[config.mk]
export PLATFORM = sky130hd
export DESIGN_NAME = fighter_motion_unit
export DESIGN_NICKNAME = d
export VERILOG_FILES = /design/src/rtl/fighter_pkg.sv /design/src/rtl/x_step_clamp.sv /design/src/rtl/fighter_motion_unit.sv
export SDC_FILE = /design/constraint.sdc
export NUM_CORES = 1
export LEC_CHECK = 0
export ABC_AREA = 1
export CORE_MARGIN = 1
export CORE_UTILIZATION = 49
export DETAILED_ROUTE_END_ITERATION = 10
export GPL_ROUTABILITY_DRIVEN = 0
export GPL_TIMING_DRIVEN = 0
export PLACE_DENSITY = 0.78
export SLEW_MARGIN = 20
export SYNTH_ARGS = -nofsm -noshare
export SYNTH_HDL_FRONTEND = slang
export SYNTH_SLANG_ARGS = --single-unit
[constraint.sdc]
create_clock -name clk -period 4.5 [get_ports clk]
set_input_delay 0.9 -clock clk [delete_from_list [all_inputs] [get_ports clk]]
set_output_delay 0.9 -clock clk [all_outputs]
set_load 0.005 [all_outputs]
[src/rtl/fighter_pkg.sv]
// Shared encodings for the fighter motion unit: player states, colours,
// motion-FSM modes and a saturating x helper.
package fighter_pkg;

    // Player FSM states as driven by the game controller
    localparam logic [2:0] ST_IDLE         = 3'd0;
    localparam logic [2:0] ST_BACKWARD     = 3'd1;
    localparam logic [2:0] ST_FORWARD      = 3'd2;
    localparam logic [2:0] ST_ATK_START    = 3'd3;
    localparam logic [2:0] ST_ATK_ACTIVE   = 3'd4;
    localparam logic [2:0] ST_ATK_RECOVERY = 3'd5;

    // RGB332 fill colours
    localparam logic [7:0] COL_NORMAL       = 8'h03;
    localparam logic [7:0] COL_ATK_START    = 8'hE0;
    localparam logic [7:0] COL_ATK_ACTIVE   = 8'hFC;
    localparam logic [7:0] COL_ATK_RECOVERY = 8'h1F;
    localparam logic [7:0] COL_UNDEF        = 8'hFF;
    localparam logic [7:0] KB_COLOR         = 8'h92;

    // Motion FSM modes
    localparam logic [0:0] MODE_MOVE      = 1'b0;
    localparam logic [0:0] MODE_KNOCKBACK = 1'b1;

    // Colour for a player state outside of knockback
    function automatic logic [7:0] state_color(input logic [2:0] s);
        case (s)
            ST_IDLE, ST_BACKWARD, ST_FORWARD: state_color = COL_NORMAL;
            ST_ATK_START:                     state_color = COL_ATK_START;
            ST_ATK_ACTIVE:                    state_color = COL_ATK_ACTIVE;
            ST_ATK_RECOVERY:                  state_color = COL_ATK_RECOVERY;
            default:                          state_color = COL_UNDEF;
        endcase
    endfunction

    // Squeeze a 12-bit signed coordinate into [0, hi] as a 10-bit value
    function automatic logic [9:0] sat10(input logic signed [11:0] v, input logic signed [11:0] hi);
        if (v < 12'sd0)
            sat10 = 10'd0;
        else if (v > hi)
            sat10 = hi[9:0];
        else
            sat10 = v[9:0];
    endfunction

endpackage

[src/rtl/x_step_clamp.sv]
// One saturating x step: move x by step in the given direction, never
// crossing lo/hi. If x already sits beyond the bound it is heading toward,
// it holds instead of being snapped back.
module x_step_clamp #(
    parameter int W = 12
) (
    input  logic signed [W-1:0] x,
    input  logic                dir_pos,
    input  logic        [W-1:0] step,
    input  logic signed [W-1:0] lo,
    input  logic signed [W-1:0] hi,
    output logic signed [W-1:0] nx
);

    logic signed [W-1:0] t;

    // Candidate position, then saturate against the bound in the travel direction
    always_comb begin
        t  = dir_pos ? (x + $signed(step)) : (x - $signed(step));
        nx = t;
        if (dir_pos && (t > hi))
            nx = (x > hi) ? x : hi;
        else if (!dir_pos && (t < lo))
            nx = (x < lo) ? x : lo;
    end

endmodule

[src/rtl/fighter_motion_unit.sv]
// Per-fighter motion and appearance: frame-gated walking with opponent
// collision, multi-frame knockback, sprite colour and attack hitbox.
module fighter_motion_unit
    import fighter_pkg::*;
#(
    parameter int SCREEN_W  = 640,
    parameter int SPRITE_W  = 64,
    parameter int X_INIT    = 100,
    parameter int Y_POS     = 100,
    parameter int FWD_STEP  = 3,
    parameter int BACK_STEP = 2,
    parameter int FACE_LEFT = 0,
    parameter int KB_STEP   = 4,
    parameter int KB_FRAMES = 6,
    parameter int HIT_W     = 32
) (
    input  logic       clk,
    input  logic       rst_n,
    input  logic       frame_tick,
    input  logic [2:0] state,
    input  logic [9:0] opp_x,
    input  logic       kb_req,
    output logic [9:0] sprite_x,
    output logic [9:0] sprite_y,
    output logic [7:0] sprite_color,
    output logic       in_knockback,
    output logic       hitbox_valid,
    output logic [9:0] hitbox_x
);

    // 12-bit signed internal coordinates so opp_x + SPRITE_W cannot overflow
    localparam int XW = 12;
    localparam logic signed [XW-1:0] XMAX_S = XW'(SCREEN_W - SPRITE_W);
    localparam logic signed [XW-1:0] HMAX_S = XW'(SCREEN_W - HIT_W);
    localparam logic signed [XW-1:0] SW_S   = XW'(SPRITE_W);
    localparam logic signed [XW-1:0] HW_S   = XW'(HIT_W);
    localparam logic [XW-1:0] FWD_S  = XW'(FWD_STEP);
    localparam logic [XW-1:0] BACK_S = XW'(BACK_STEP);
    localparam logic [XW-1:0] KB_S   = XW'(KB_STEP);
    localparam logic          FL     = (FACE_LEFT != 0);
    // The consuming tick is the first knockback frame, so the counter
    // holds the frames still to go after it.
    localparam logic [3:0]    KB_LOAD  = 4'(KB_FRAMES - 1);
    localparam logic [0:0]    KB_ENTER = (KB_FRAMES > 1) ? MODE_KNOCKBACK : MODE_MOVE;

    logic [9:0]          x_q;
    logic [0:0]          mode_q;
    logic                kb_pending;
    logic [3:0]          kb_cnt;
    logic                kb_take;
    logic signed [XW-1:0] xs, opp, fwd_lim, lo, hi, nx, hx_raw;
    logic                dirp;
    logic [XW-1:0]       step;

    assign xs      = $signed({2'b00, x_q});
    assign opp     = $signed({2'b00, opp_x});
    assign kb_take = frame_tick & (kb_pending | kb_req);

    // Forward collision limit against the opponent, kept on screen
    always_comb begin
        if (!FL) begin
            fwd_lim = opp - SW_S;
            if (fwd_lim < 12'sd0) fwd_lim = 12'sd0;
            if (fwd_lim > XMAX_S) fwd_lim = XMAX_S;
        end else begin
            fwd_lim = opp + SW_S;
            if (fwd_lim > XMAX_S) fwd_lim = XMAX_S;
        end
    end

    // Choose this tick's move: knockback overrides the player state
    always_comb begin
        dirp = FL;              // "backward" is +x when facing left
        step = '0;
        lo   = 12'sd0;
        hi   = XMAX_S;
        if (kb_take || (mode_q == MODE_KNOCKBACK)) begin
            step = KB_S;
        end else begin
            case (state)
                ST_FORWARD: begin
                    dirp = !FL;
                    step = FWD_S;
                    if (FL) lo = fwd_lim;
                    else    hi = fwd_lim;
                end
                ST_BACKWARD: step = BACK_S;
                default:     step = '0;
            endcase
        end
    end

    x_step_clamp #(.W(XW)) u_clamp (
        .x       (xs),
        .dir_pos (dirp),
        .step    (step),
        .lo      (lo),
        .hi      (hi),
        .nx      (nx)
    );

    // Position, knockback request latch and motion FSM
    always_ff @(posedge clk or negedge rst_n) begin
        if (!rst_n) begin
            x_q        <= 10'(X_INIT);
            mode_q     <= MODE_MOVE;
            kb_pending <= 1'b0;
            kb_cnt     <= 4'd0;
        end else begin
            kb_pending <= frame_tick ? 1'b0 : (kb_pending | kb_req);
            if (frame_tick) begin
                x_q <= sat10(nx, XMAX_S);
                if (kb_take) begin
                    kb_cnt <= KB_LOAD;
                    mode_q <= KB_ENTER;
                end else if (mode_q == MODE_KNOCKBACK) begin
                    kb_cnt <= kb_cnt - 4'd1;
                    if (kb_cnt == 4'd1) mode_q <= MODE_MOVE;
                end
            end
        end
    end

    // Hitbox edge in front of the sprite, clamped on screen
    always_comb begin
        if (!FL) begin
            hx_raw = xs + SW_S;
            if (hx_raw > HMAX_S) hx_raw = HMAX_S;
        end else begin
            hx_raw = xs - HW_S;
            if (hx_raw < 12'sd0) hx_raw = 12'sd0;
        end
    end

    // Registered appearance: colour and hitbox follow state/position by one clock
    always_ff @(posedge clk or negedge rst_n) begin
        if (!rst_n) begin
            sprite_color <= COL_NORMAL;
            hitbox_valid <= 1'b0;
            hitbox_x     <= 10'd0;
        end else begin
            sprite_color <= (mode_q == MODE_KNOCKBACK) ? KB_COLOR : state_color(state);
            hitbox_valid <= (state == ST_ATK_ACTIVE) && (mode_q == MODE_MOVE);
            hitbox_x     <= ((state == ST_ATK_ACTIVE) && (mode_q == MODE_MOVE)) ?
                            sat10(hx_raw, HMAX_S) : 10'd0;
        end
    end

    assign sprite_x     = x_q;
    assign sprite_y     = 10'(Y_POS);
    assign in_knockback = (mode_q == MODE_KNOCKBACK);

endmodule

# Word level (Yosys, flattened, before mapping)
# Cells that the tools add are included.
[word_totals] elab_cells=68 out_inout_bits=40 input_bits=17 register_bits=35
[classes] muxes=27 n_lt_le_gt_ge=11 bitwise_logic=3 n_eq_ne=6 n_reduce_logical=9 n_addsub=5
[ops] operator="2-to-1 mux 12 bit" n=9
[ops] operator="2-to-1 mux 10 bit" n=6
[ops] operator="greater-than comparator 12 x 11 -> 1 bit, second input constant" n=3
[ops] operator="< comparator 12 x 1 -> 1 bit, second input constant" n=3
[ops] operator="one-hot mux 8 bit (4 select lines)" n=1
[ops] operator="adder 11 x 12 -> 12 bit" n=1
[ops] operator="greater-than comparator 11 x 12 -> 1 bit" n=1
[ops] operator="greater-than comparator 12 bit" n=1
[ops] operator="subtractor 11 x 12 -> 12 bit" n=1
[ops] operator="adder 10 x 7 -> 11 bit, second input constant" n=1
[ops] operator="greater-than comparator 11 x 10 -> 1 bit, second input constant" n=1
[ops] operator="< comparator 11 x 1 -> 1 bit, second input constant" n=1
[ops] operator="2-to-1 mux 11 bit" n=1
[ops] operator="subtractor 10 x 7 -> 11 bit, second input constant" n=1
[ops] operator="< comparator 10 x 1 -> 1 bit, second input constant" n=1
[ops] operator="2-to-1 mux 4 bit" n=2
[ops] operator="2-to-1 mux 8 bit" n=1
[ops] operator="== test 3 x 2 -> 1 bit, second input constant" n=2
[ops] operator="== test 3 bit, second input constant" n=2
[ops] operator="2-to-1 mux 1 bit" n=6
[ops] operator="== test 4 x 1 -> 1 bit, second input constant" n=1
[ops] operator="one-hot mux 2 bit (2 select lines)" n=1
[ops] operator="subtractor 4 x 1 -> 4 bit, second input constant" n=1
[ops] operator="== test 3 x 1 -> 1 bit, second input constant" n=1
[ops] operator="other kinds (10)" n=12

# Logic depth before layout (Yosys ltp)
[depth] word_depth=13 depth_mapped=41 mapped_depth_nobuf=40

# Hierarchy
# Synthesis repeated with hierarchy kept, for this count alone.
[unflattened] cells_unflattened=714 area_unflattened_um2=4574.4
[modules_own_cells] mod="x_step_clamp" seq_area_each_um2=0.0 area_each_um2=2758.9 instances=1 cells_per_inst=494
[modules_own_cells] mod="fighter_motion_unit" seq_area_each_um2=832.0 area_each_um2=1815.5 instances=1 cells_per_inst=220

# Worst setup path after synthesis
# No wires, ideal clock.
[synth_path] kind="input to register" start="input kb_req" end="register x_q[9], in the netlist sprite_x[9]" n_path_buf=1 setup_slack_ns=-0.378 arrival_time_ns=4.761 path_stages=36 t_required_ns=4.384 cell_sequence="nor2_2 -> nor2_2 -> inv_2 -> nand2_4 -> nor2_8 -> buf_6 -> a21oi_1 -> ha_1 -> ha_1 -> nand2_1 -> inv_1 -> ha_1 -> nand3_1 -> nand2_1 -> nand4_1 -> o211ai_1 -> nand2_1 -> nand2_1 -> xor2_1 -> inv_1 -> ha_1 -> nand2_1 -> nor4_1 -> nand3_1 -> nand2_2 -> nand2_2 -> nand2_4 -> nand3_1 -> o21ai_2 -> nand2_1 -> nor2_2 -> nand3_2 -> nand2_4 -> nand2_1 -> nand2_1 -> nand2_1"
[synth_via] elab_chain_len=13 word_cells_on_any_way=22 cone_classes="add/sub: 2; order compare: 5; mux: 9; bitwise: 2; reduce/logical: 4"
[synth_lines] element="from (decl)" line_no="fighter_motion_unit.sv:22" text="input logic kb_req,"
[synth_lines] element="bitwise OR 1 bit (*)" line_no="fighter_motion_unit.sv:57" text="assign kb_take = frame_tick & (kb_pending | kb_req);"
[synth_lines] element="bitwise AND 1 bit (*)" line_no="fighter_motion_unit.sv:57"
[synth_lines] element="logical OR 1 bit (*)" line_no="fighter_motion_unit.sv:77" text="if (kb_take || (mode_q == MODE_KNOCKBACK)) begin"
[synth_lines] element="2-to-1 mux 12 bit" line_no="fighter_motion_unit.sv:77"
[synth_lines] element="subtractor 11 x 12 -> 12 bit / adder 11 x 12 -> 12 bit (equally long branches)" line_no="x_step_clamp.sv:19" text="t = dir_pos ? (x + $signed(step)) : (x - $signed(step));"
[synth_lines] element="2-to-1 mux 12 bit" line_no="x_step_clamp.sv:19"
[synth_lines] element="< comparator 12 x 1 -> 1 bit" line_no="x_step_clamp.sv:23" text="else if (!dir_pos && (t < lo))"
[synth_lines] element="logical AND 1 bit" line_no="x_step_clamp.sv:23"
[synth_lines] element="2-to-1 mux 12 bit" line_no="x_step_clamp.sv:23"
[synth_lines] element="2-to-1 mux 12 bit (*)" line_no="x_step_clamp.sv:21" text="if (dir_pos && (t > hi))"
[synth_lines] element="greater-than comparator 12 x 11 -> 1 bit" line_no="fighter_pkg.sv:40" text="else if (v > hi)"
[synth_lines] element="2-to-1 mux 10 bit" line_no="fighter_pkg.sv:40"
[synth_lines] element="2-to-1 mux 10 bit (*)" line_no="fighter_pkg.sv:38" text="if (v < 12'sd0)"
[synth_lines] element="to (signal assigned)" line_no="fighter_motion_unit.sv:105" text="x_q <= 10'(X_INIT);"
[synth_lines] element="to (signal assigned)" line_no="fighter_motion_unit.sv:112" text="x_q <= sat10(nx, XMAX_S);"
[synth_lines] element="to (decl)" line_no="fighter_motion_unit.sv:46" text="logic [9:0] x_q;"
# Mark *: on every way between the ends. The rest lies on a longest branch, timed or not.
# A chain may end at the register's enable or synchronous reset.

# Worst setup path in the final report
# Same ends and word-level chain as after synthesis.

==> results.toml <==
[logic_synthesis]
ys_seq_area_frac = 0.252
netlist.area_leader.share = 0.212
yosysTopAreaCell = "dfrtp_1"
synth_mux_area_frac = 0
syn_avg_cell_area_um2 = 6.96
yosys-top-cells-area = "dfrtp_1, nand2_1, ha_1, inv_1, nor2_1"
synth-edff-count = 0
synth_top_family_by_area = "simple AND/OR/NAND/NOR gates"
synth_xor_xnor_area_share = 0.0288
yosys.area_share.adder = 0.139
yosys.cell_types.count = 41
synth_compound_area_frac = 0.106
syn_area_um2 = 3300
synth-seq-cells = 33
ys.flop_type = "dfrtp_1"
yosys_warnings = 0
yosys.area_share.simple = 0.329
ys_async_sr_fraction = 1.00
syn_inst = 474

[setup_path]
cp_common_cell = "nand2_2"
crit_type = "in -> reg"
worstPathRequired_ns = 4.68
start_kind = "primary input"
r2r_start = "in_knockback"
worstPathArrival_ns = 5.21
cpMaxStageDelayCell = "ha_1"
end_kind = "flop"
critPathMaxStageDelay_ns = 0.31
path_max_fanout = 5
crit_start = "kb_req"

[power]
power.density_nw_per_um2 = 740
swShare = 0.521
seq_power_share = 0.143
leakage_nw = 2.29
power_frac_clock = 0.069
p_int_mw = 1.60
irDropWorstVdd_mv = 0.369
p_sw_mw = 1.74
combPwrFrac = 0.788

[timing]
min_period_ns = 5.03
rsz0062_at_grt = "yes"
hold_viol_final = 0
timing.hold.ws_ns = 0.466
worst_pin_slew_ns = 0.797
fmax_mhz = 199
setup_viol = 10
setup_ws_ns = -0.533
skew_ns = 0.00500
slew_viol_final = 0
relSlewSlack = 0.464
finalCritPeriodShare = 1.12

[placed_design]
place_hpwl_mm = 6.43
dpl.cell_count = 605
post-place-ws_ns = -1.28
portBuffers = 46
postPlaceCellArea_um2 = 3940

[drt]
wirelength_mm = 9.25
avgViaCountPerCell = 5.36
drc = 2
wire_per_inst_um = 14.3
drt-pass1-iter-count = 8
dr_total_vias = 3464
drtIter0Drc = 272
antenna_left = 0

[clock_network]
cts_buffer_depth = 2
ctsHoldBuffers = 0
htreeDepth = 2
cts_tree = "built"
insertion_delay_ns = 0.28
root_buffer = "clkbuf_8"
cts_buffers = 5
clkTransAtPathRegs_ns = 0.07
cts_sinks = 33

[final_layout]
area_growth_pct = 36.7
final_nets = 621
fin_area_um2 = 4510
stdcell_count = 646
antenna_cells = 0
layout-drive-gt1-share = 0.271

[global_routing]
first_global_vias = 3131
grt_pass1_wl_mm = 14.2
grt_use_total = 0.253
grt_start_max_net_pins = 34
antenna_found_initial = 0
grt_remaining_overflow = 0

[floorplanning]
die_h_um = 84.0
io_pins = 57
num_rows = 29
initial_utilization = 0.514
dieArea_um2 = 7060
core_um2 = 6420
die_w_um = 84.0

[outcome]
status = "finished with violations"
violations = "design-rule violations, negative setup slack"

[hold_path]
hp-class = "reg -> reg"
worstHoldStart = "kb_cnt[3]"

[job]
cap_violations = 0
path summary, 6_finish.rpt:
path	to	slack [ns]	depth (start not counted)
min in group asynchronous	hitbox_x[7]	0.67	1
hold reg to reg	kb_cnt[3]	0.47	1
setup reg to reg	sprite_x[9]	-0.21	36
setup / recovery	sprite_x[9]	-0.53	39
hold / removal	kb_cnt[3]	0.47	1
max in group asynchronous	kb_cnt[1]	3.38	1
placed cells by master (no fill, tap or decap), types with 6 or more instances in the layout:
cell type / Yosys / final
inv_1: 75 / 72
clkdlybuf4s50_1: 0 / 40
conb_1: 2 / 10
nor2_2: 8 / 11
clkbuf_8: 0 / 6
nand2_2: 8 / 18
nor2_1: 47 / 42
a21oi_1: 32 / 19
o21ai_1: 7 / 8
nand2_1: 120 / 108
xor2_1: 8 / 6
nand3_1: 19 / 16
inv_2: 6 / 6
nand3_2: 6 / 8
a21oi_2: 1 / 13
ha_1: 35 / 29
o21ai_0: 11 / 9
buf_4: 12 / 43
nand4_1: 6 / 6
dfrtp_1: 28 / 28
cell families (layout without fill, tap and decap cells):
group / Yosys count / count (layout)
XOR/XNOR: 10 / 10
AO/OA/AOI/OAI: 62 / 63
flip-flops: 33 / 33
adder cells (fa/ha/maj): 36 / 36
AND/OR/NAND/NOR: 233 / 234
buffers and inverters: 98 / 183
other: 2 / 10
area by class of cell:
cell class | instances | area (um^2)
well taps | 77 | 96.3
fillers | 495 | 1910
plain buffers | 17 | 166
clock buffers | 8 | 90.1
repair buffers | 77 | 692
multi-input cells | 353 | 2320
flip-flops and latches | 33 | 832
inverters | 81 | 313
cell usage after synthesis, types with 2 or more instances:
cell,instances
o21ai_0,11
ha_1,35
nand2_4,4
dfrtp_1,28
nand3b_1,2
inv_2,6
buf_6,3
nand3_2,6
nand2_2,8
a31oi_1,3
a21oi_1,32
nand3_1,19
o21ai_1,7
dfstp_2,5
nor4_1,4
conb_1,2
nand4_1,6
nor3_1,5
nand2_1,120
o21ai_2,2
buf_4,12
xor2_1,8
nor2_2,8
inv_1,75
nor2_1,47
registers in the layout, indices dropped and copies added (netlist names):
signal	count
hitbox_valid	1
in_knockback	1
sprite_x	10
kb_pending	1
hitbox_x	10
kb_cnt	4
sprite_color	6
power groups by stage:
stage                     Sequential (mW)  Clock (mW)  Combinational, mW
after CTS                           0.469       0.230               2.20
after floorplan                     0.436           0               1.45
after global placement              0.467           0               1.79
after detailed placement            0.471           0               1.86
final                               0.477       0.230               2.63
after global routing                0.481       0.245               2.85
timing repair:
action                     in CTS  in global routing
gates cloned                    2                  0
resized for setup              36                 33
setup endpoints to repair      10                 10
setup buffers                  26                  5
pin swaps                      24                 36
per-layer routing:
| layer | vias to the layer above | GRT usage | part of all wire |
|---|---|---|---|
| met4 | 0 | 0.0909 | 0.039 |
| li1 | 1673 | - | - |
| met1 | 1587 | 0.320 | 0.41 |
| met3 | 37 | 0.0346 | 0.066 |
| met2 | 167 | 0.439 | 0.49 |
| met5 | - | 0 | 0 |
metrics by stage:
| step | setup TNS, ns | utilization | total power, mW |
|---|---|---|---|
| after global placement | -11.87 | 0.615 | 2.26 |
| after global routing | -7.39 | 0.702 | 3.58 |
| after detailed placement | -12.28 | 0.614 | 2.33 |
| final | -4.90 | 0.702 | 3.34 |
| after floorplan | -1.21 | - | 1.89 |
| after CTS | -3.88 | 0.675 | 2.90 |
critical path: cells and delay by family:
kind | cells | cell delay, ns
XOR/XNOR | 1 | 0.18
AO/OA/AOI/OAI | 6 | 0.78
AND/OR/NAND/NOR | 23 | 1.99
adder cells (fa/ha/maj) | 4 | 0.96
buffers and inverters | 5 | 0.40
(Power assumes the default switching activity.)
